[src/rtl/serial_subtractor.sv]
// Bit-serial subtractor: computes a - b - bin over WIDTH cycles, LSB first, with start/done handshake.
// Optional signed-overflow flag output enabled by defining SERIAL_SUB_OVF_EN.
module serial_subtractor #(
   parameter int WIDTH = 8
) (
   input  logic             clk,
   input  logic             rst,
   input  logic             start,
   input  logic [WIDTH-1:0] a,
   input  logic [WIDTH-1:0] b,
   input  logic             bin,
   output logic             busy,
   output logic             done,
   output logic [WIDTH-1:0] diff,
   output logic             bout
`ifdef SERIAL_SUB_OVF_EN
   ,
   output logic             ovf
`endif
);

   localparam int CW = (WIDTH > 1) ? $clog2(WIDTH) : 1;

   typedef enum logic [1:0] {
      IDLE  = 2'd0,
      SHIFT = 2'd1,
      DONE  = 2'd2
   } state_t;

   state_t           state;
   state_t           state_next;

   logic [WIDTH-1:0] a_sr;
   logic [WIDTH-1:0] b_sr;
   logic [WIDTH-1:0] res_sr;
   logic             borrow;
   logic [CW-1:0]    count;

   logic             x;
   logic             y;
   logic             d;
   logic             r_next;
   logic             last_bit;
   logic [WIDTH-1:0] res_final;

   // Full-subtractor cell operating on the current LSBs and the carried borrow.
   assign x         = a_sr[0];
   assign y         = b_sr[0];
   assign d         = x ^ y ^ borrow;
   assign r_next    = (~x & y) | (~(x ^ y) & borrow);
   assign last_bit  = (count == CW'(WIDTH - 1));
   assign res_final = {d, res_sr[WIDTH-1:1]};

   always_ff @(posedge clk or posedge rst) begin
      if (rst) begin
         state <= IDLE;
      end else begin
         state <= state_next;
      end
   end

   always_comb begin
      state_next = state;
      busy       = 1'b0;
      done       = 1'b0;
      case (state)
         IDLE: begin
            if (start) begin
               state_next = SHIFT;
            end
         end
         SHIFT: begin
            busy = 1'b1;
            if (last_bit) begin
               state_next = DONE;
            end
         end
         DONE: begin
            done       = 1'b1;
            state_next = IDLE;
         end
         default: begin
            state_next = IDLE;
         end
      endcase
   end

`ifdef SERIAL_SUB_OVF_EN
   logic a_msb;
   logic b_msb;

   // Captured operand MSBs are kept because the shift registers lose them.
   always_ff @(posedge clk or posedge rst) begin
      if (rst) begin
         a_msb <= 1'b0;
         b_msb <= 1'b0;
         ovf   <= 1'b0;
      end else begin
         if (state == IDLE && start) begin
            a_msb <= a[WIDTH-1];
            b_msb <= b[WIDTH-1];
         end
         if (state == SHIFT && last_bit) begin
            ovf <= (a_msb != b_msb) && (d != a_msb);
         end
      end
   end
`endif

   always_ff @(posedge clk or posedge rst) begin
      if (rst) begin
         a_sr   <= '0;
         b_sr   <= '0;
         res_sr <= '0;
         borrow <= 1'b0;
         count  <= '0;
         diff   <= '0;
         bout   <= 1'b0;
      end else begin
         case (state)
            IDLE: begin
               if (start) begin
                  a_sr   <= a;
                  b_sr   <= b;
                  borrow <= bin;
                  count  <= '0;
               end
            end
            SHIFT: begin
               a_sr   <= {1'b0, a_sr[WIDTH-1:1]};
               b_sr   <= {1'b0, b_sr[WIDTH-1:1]};
               res_sr <= res_final;
               borrow <= r_next;
               count  <= count + 1'b1;
               // diff/bout change only at completion so consumers see a stable result.
               if (last_bit) begin
                  diff <= res_final;
                  bout <= r_next;
               end
            end
            default: begin
            end
         endcase
      end
   end

endmodule
[config.mk]
export PLATFORM = sky130hd
export DESIGN_NAME = serial_subtractor
export DESIGN_NICKNAME = d
export VERILOG_FILES = /design/src/rtl/serial_subtractor.sv
export SDC_FILE = /design/constraint.sdc
export NUM_CORES = 1
export LEC_CHECK = 0
export ABC_AREA = 0
export CORE_MARGIN = 2
export CORE_UTILIZATION = 45
export DETAILED_ROUTE_END_ITERATION = 12
export PLACE_DENSITY = 0.7
export SYNTH_ARGS = -nofsm -noshare
export SYNTH_HDL_FRONTEND = slang
export SYNTH_SLANG_ARGS = --single-unit
[constraint.sdc]
create_clock -name clk -period 1.9 [get_ports clk]
set_clock_uncertainty 0.1 [all_clocks]
set_input_delay 0.19 -clock clk [delete_from_list [all_inputs] [get_ports clk]]
set_output_delay 0.19 -clock clk [all_outputs]
set_load 0.01 [all_outputs]
==> impl_metrics.env, run 1 <==
export IMPL_holdBufCountCts=0
export IMPL_synth_edf_count=0
export IMPL_grt_start_max_net_pins=39
export IMPL_arrival_ns=1.49
export IMPL_yosysMostFrequentCell="dfrtp_1"
export IMPL_fmax_ghz=0.561
export IMPL_cts_buffers=5
export IMPL_grt_overflow_total=0
export IMPL_synth_warnings=0
export IMPL_fill_cells=314
export IMPL_synth_simple_area_share=0.118
export IMPL_pwr_share_clk=0.159
export IMPL_ys_seq_area_frac=0.556
export IMPL_track_usage=0.165
export IMPL_cts_tree="yes"
export IMPL_path_clk_slew_ns=0.07
export IMPL_syn_to_final_growth_pct=26.2
export IMPL_ys_ff_latch=38
export IMPL_path_cells="and2b_1, clkdlybuf4s50_1"
export IMPL_drtIter0Drc=48
export IMPL_ir_worst_vdd_mv=0.615
export IMPL_clock_path_buffers=2
export IMPL_yosys_top_cells_count="dfrtp_1 (38), inv_1 (18), mux2_2 (16), a221oi_1 (15), nor4b_1 (15)"
export IMPL_criticalPathCategory="reg -> out"
export IMPL_synth_top_area_frac=0.556
export IMPL_crit_path_start_kind="flip-flop"
export IMPL_cts_num_sinks=38
export IMPL_synthMuxAreaShare=0.111
export IMPL_slowest_delay_ns=0.53
export IMPL_async_reset_ff_frac=1.00
export IMPL_crit_family="buffers and inverters"
export IMPL_power_density_nw_per_um2=1540
export IMPL_synth_top_family_by_area="simple AND/OR/NAND/NOR gates"
export IMPL_htreeDepth=2
export IMPL_synthesis_area_um2=1710
export IMPL_setup_viol=0
export IMPL_critical_path_slowest_cell="clkdlybuf4s50_1"
export IMPL_synth_fa_ha_area_frac=0.0263
export IMPL_routed_wl_um=2920
export IMPL_coreArea_um2=3660
export IMPL_initial_core_util=0.468
export IMPL_synth_distinct_cells=21
export IMPL_worstMarginPinSlew_ns=0.635
export IMPL_io_pins=31
export IMPL_nets=195
export IMPL_clock_root_buffer="clkbuf_8"
export IMPL_drv_cap=0
export IMPL_layout_min_cycle_time_ns=1.78
export IMPL_synth_top_area_cell="dfrtp_1"
export IMPL_fin_cells=219
export IMPL_hold_class="in -> async"
export IMPL_combPwrFrac=0.412
export IMPL_vias_per_cell=5.35
export IMPL_drcViolationCount=0
export IMPL_firstDrtPassIters=4
export IMPL_synth_ff_type="dfrtp_1"
export IMPL_antenna_found_initial=0
export IMPL_max_slew_margin_rel=0.575
export IMPL_die_y_um=65.7
export IMPL_worst_path_buf_inv=1
export IMPL_synth_xor_area_frac=0
export IMPL_drive_above_1_share=0.193
export IMPL_die_w_um=65.7
export IMPL_rows=22
export IMPL_cp_max_fo=9
export IMPL_avgSynthCellArea_um2=12.4
export IMPL_rsz0062_at_grt="false"
export IMPL_synth_fp_nets=161
export IMPL_p_leak_uw=0.000942
export IMPL_synthCells=138
export IMPL_seqPwrFrac=0.429
export IMPL_dr_total_vias=1171
export IMPL_port_buffers=30
export IMPL_final_hold_violation_count=0
export IMPL_slew_violations=0
export IMPL_synth_compound_area_share=0.105
export IMPL_insertion_delay_ns=0.28
export IMPL_post_place_cells=212
export IMPL_hpwl_um=2100
export IMPL_fin_setup_tns_ns=0
export IMPL_cp_end_kind="output pin"
export IMPL_run_status="complete, no violations"
export IMPL_worst_ep_required_time_ns=1.61
export IMPL_swShare=0.313
export IMPL_p_int_uw=2280
export IMPL_fin_crit_sh=0.939
export IMPL_grt_pass1_vias=1178
export IMPL_ant_nets=0
export IMPL_num_antenna_cells=0
export IMPL_p_sw_uw=1040
export IMPL_grt_pass1_wl_um=5290
export IMPL_synthTopCellsByArea="dfrtp_1 (56%), mux2_2 (11%), a221oi_1 (7.7%), nor4b_1 (7.7%), inv_1 (3.9%)"
export IMPL_post_drt_wl_per_cell_um=13.3
export IMPL_place_congestion=0.761
export IMPL_die_area_um2=4310
layout by cell type (no fill, tap or decap), drive strengths merged:
master / netlist / final
fa: 1 / 1
o21bai: 1 / 1
nor2: 8 / 8
nor3b: 1 / 1
mux2: 16 / 16
a221oi: 15 / 15
clkbuf: 4 / 6
nand3b: 1 / 1
nand2b: 2 / 2
dfrtp: 38 / 38
and2b: 1 / 1
a22o: 4 / 4
a21oi: 1 / 1
ha: 2 / 2
inv: 18 / 18
buf: 8 / 9
clkdlybuf4s50: 0 / 30
nor4b: 15 / 15
nor2b: 1 / 1
mux2i: 1 / 1
timing repair:
action                     in CTS  in global routing
buffers inserted                0                  1
setup endpoints to repair       2                  2
resized for setup               1                  1
sequential cells by signal, summed over array words and instances, names as in the netlist:
| register | flops |
|---|---|
| a_sr | 8 |
| b_sr | 8 |
| borrow | 1 |
| bout | 1 |
| count | 3 |
| diff | 8 |
| res_sr | 7 |
| state | 2 |
cells by family (layout without fill, tap and decap cells):
family	Yosys count	in the layout
and+or+nand+nor	29	29
muxes	17	17
AOI/OAI and AO/OA	21	21
buffers and inverters	30	63
DFF	38	38
adders and majority gates	3	3
layer usage:
layer  global-route usage  up-vias  share of wire
li1                     -      563              -
met1                0.198      569           0.43
met2                0.275       35           0.50
met3               0.0582        4          0.057
met4               0.0547        0          0.012
met5                    0        -              0
final cells by class:
cell class	count	area [um2]	share of cell area
sequential	38	953	0.441
tap	48	60.1	0.0278
inverter	18	67.6	0.0313
clock buffer	6	82.6	0.0382
multi-input combinational	70	617	0.285
timing repair buffer	39	380	0.176
worst reg2reg max path, cell delays in order (launching register included):
cell and delay [ns]:
dfrtp_1 0.39, ha_1 0.20, ha_1 0.19, nand3b_1 0.10, buf_4 0.17, mux2_2 0.34
metrics by stage:
stage	utilization	power [uW]	setup slack (ns)	instance area (um2)	hold slack [ns]
after global routing	0.590	3620	0.0278	2160	0.261
after global placement	0.565	2770	0.256	2070	0.388
final	0.590	3320	0.117	2160	0.219
after CTS	0.588	3360	0.0000766	2150	0.229
after detailed placement	0.565	2820	0.216	2070	0.391
after floorplan	-	2370	0.337	1710	0.223
final timing paths:
path	startpoint	endpoint	slack [ns]	depth (start not counted)
max in group asynchronous	rst	state[1]$_DFFE_PP0P_	1.14	3
worst min-delay path	rst	b_sr[0]$_DFFE_PP0P_	0.22	3
worst max register to register	count[0]$_DFFE_PP0P_	diff[4]$_DFFE_PP0P_	0.29	5
worst max-delay path	state[1]$_DFFE_PP0P_	busy	0.12	2
worst min register to register	diff[2]$_DFFE_PP0P_	diff[2]$_DFFE_PP0P_	0.40	1
min in group clk	diff[2]$_DFFE_PP0P_	diff[2]$_DFFE_PP0P_	0.40	1
power groups by stage:
stage / clock, uW / sequential (uW) / combinational [uW]
after detailed placement: 0 / 1450 / 1380
after global routing: 593 / 1480 / 1550
after global placement: 0 / 1430 / 1330
after CTS: 552 / 1430 / 1380
after floorplan: 0 / 1420 / 955
final: 529 / 1420 / 1370
Note: power is estimated with default switching activity, not from simulation.
==> run 2, diff against run 1 <==
--- a/config.mk
+++ b/config.mk
@@ -10,6 +10,7 @@
 export CORE_UTILIZATION = 45
 export DETAILED_ROUTE_END_ITERATION = 12
 export PLACE_DENSITY = 0.7
+export SETUP_SLACK_MARGIN = 0.02
 export SYNTH_ARGS = -nofsm -noshare
 export SYNTH_HDL_FRONTEND = slang
 export SYNTH_SLANG_ARGS = --single-unit
==> results of run 2 <==
Same layout as run 1: the final DEF is identical, and so are final timing and power.
Among the figures that moved: number of gates resized after CTS 1 -> 2
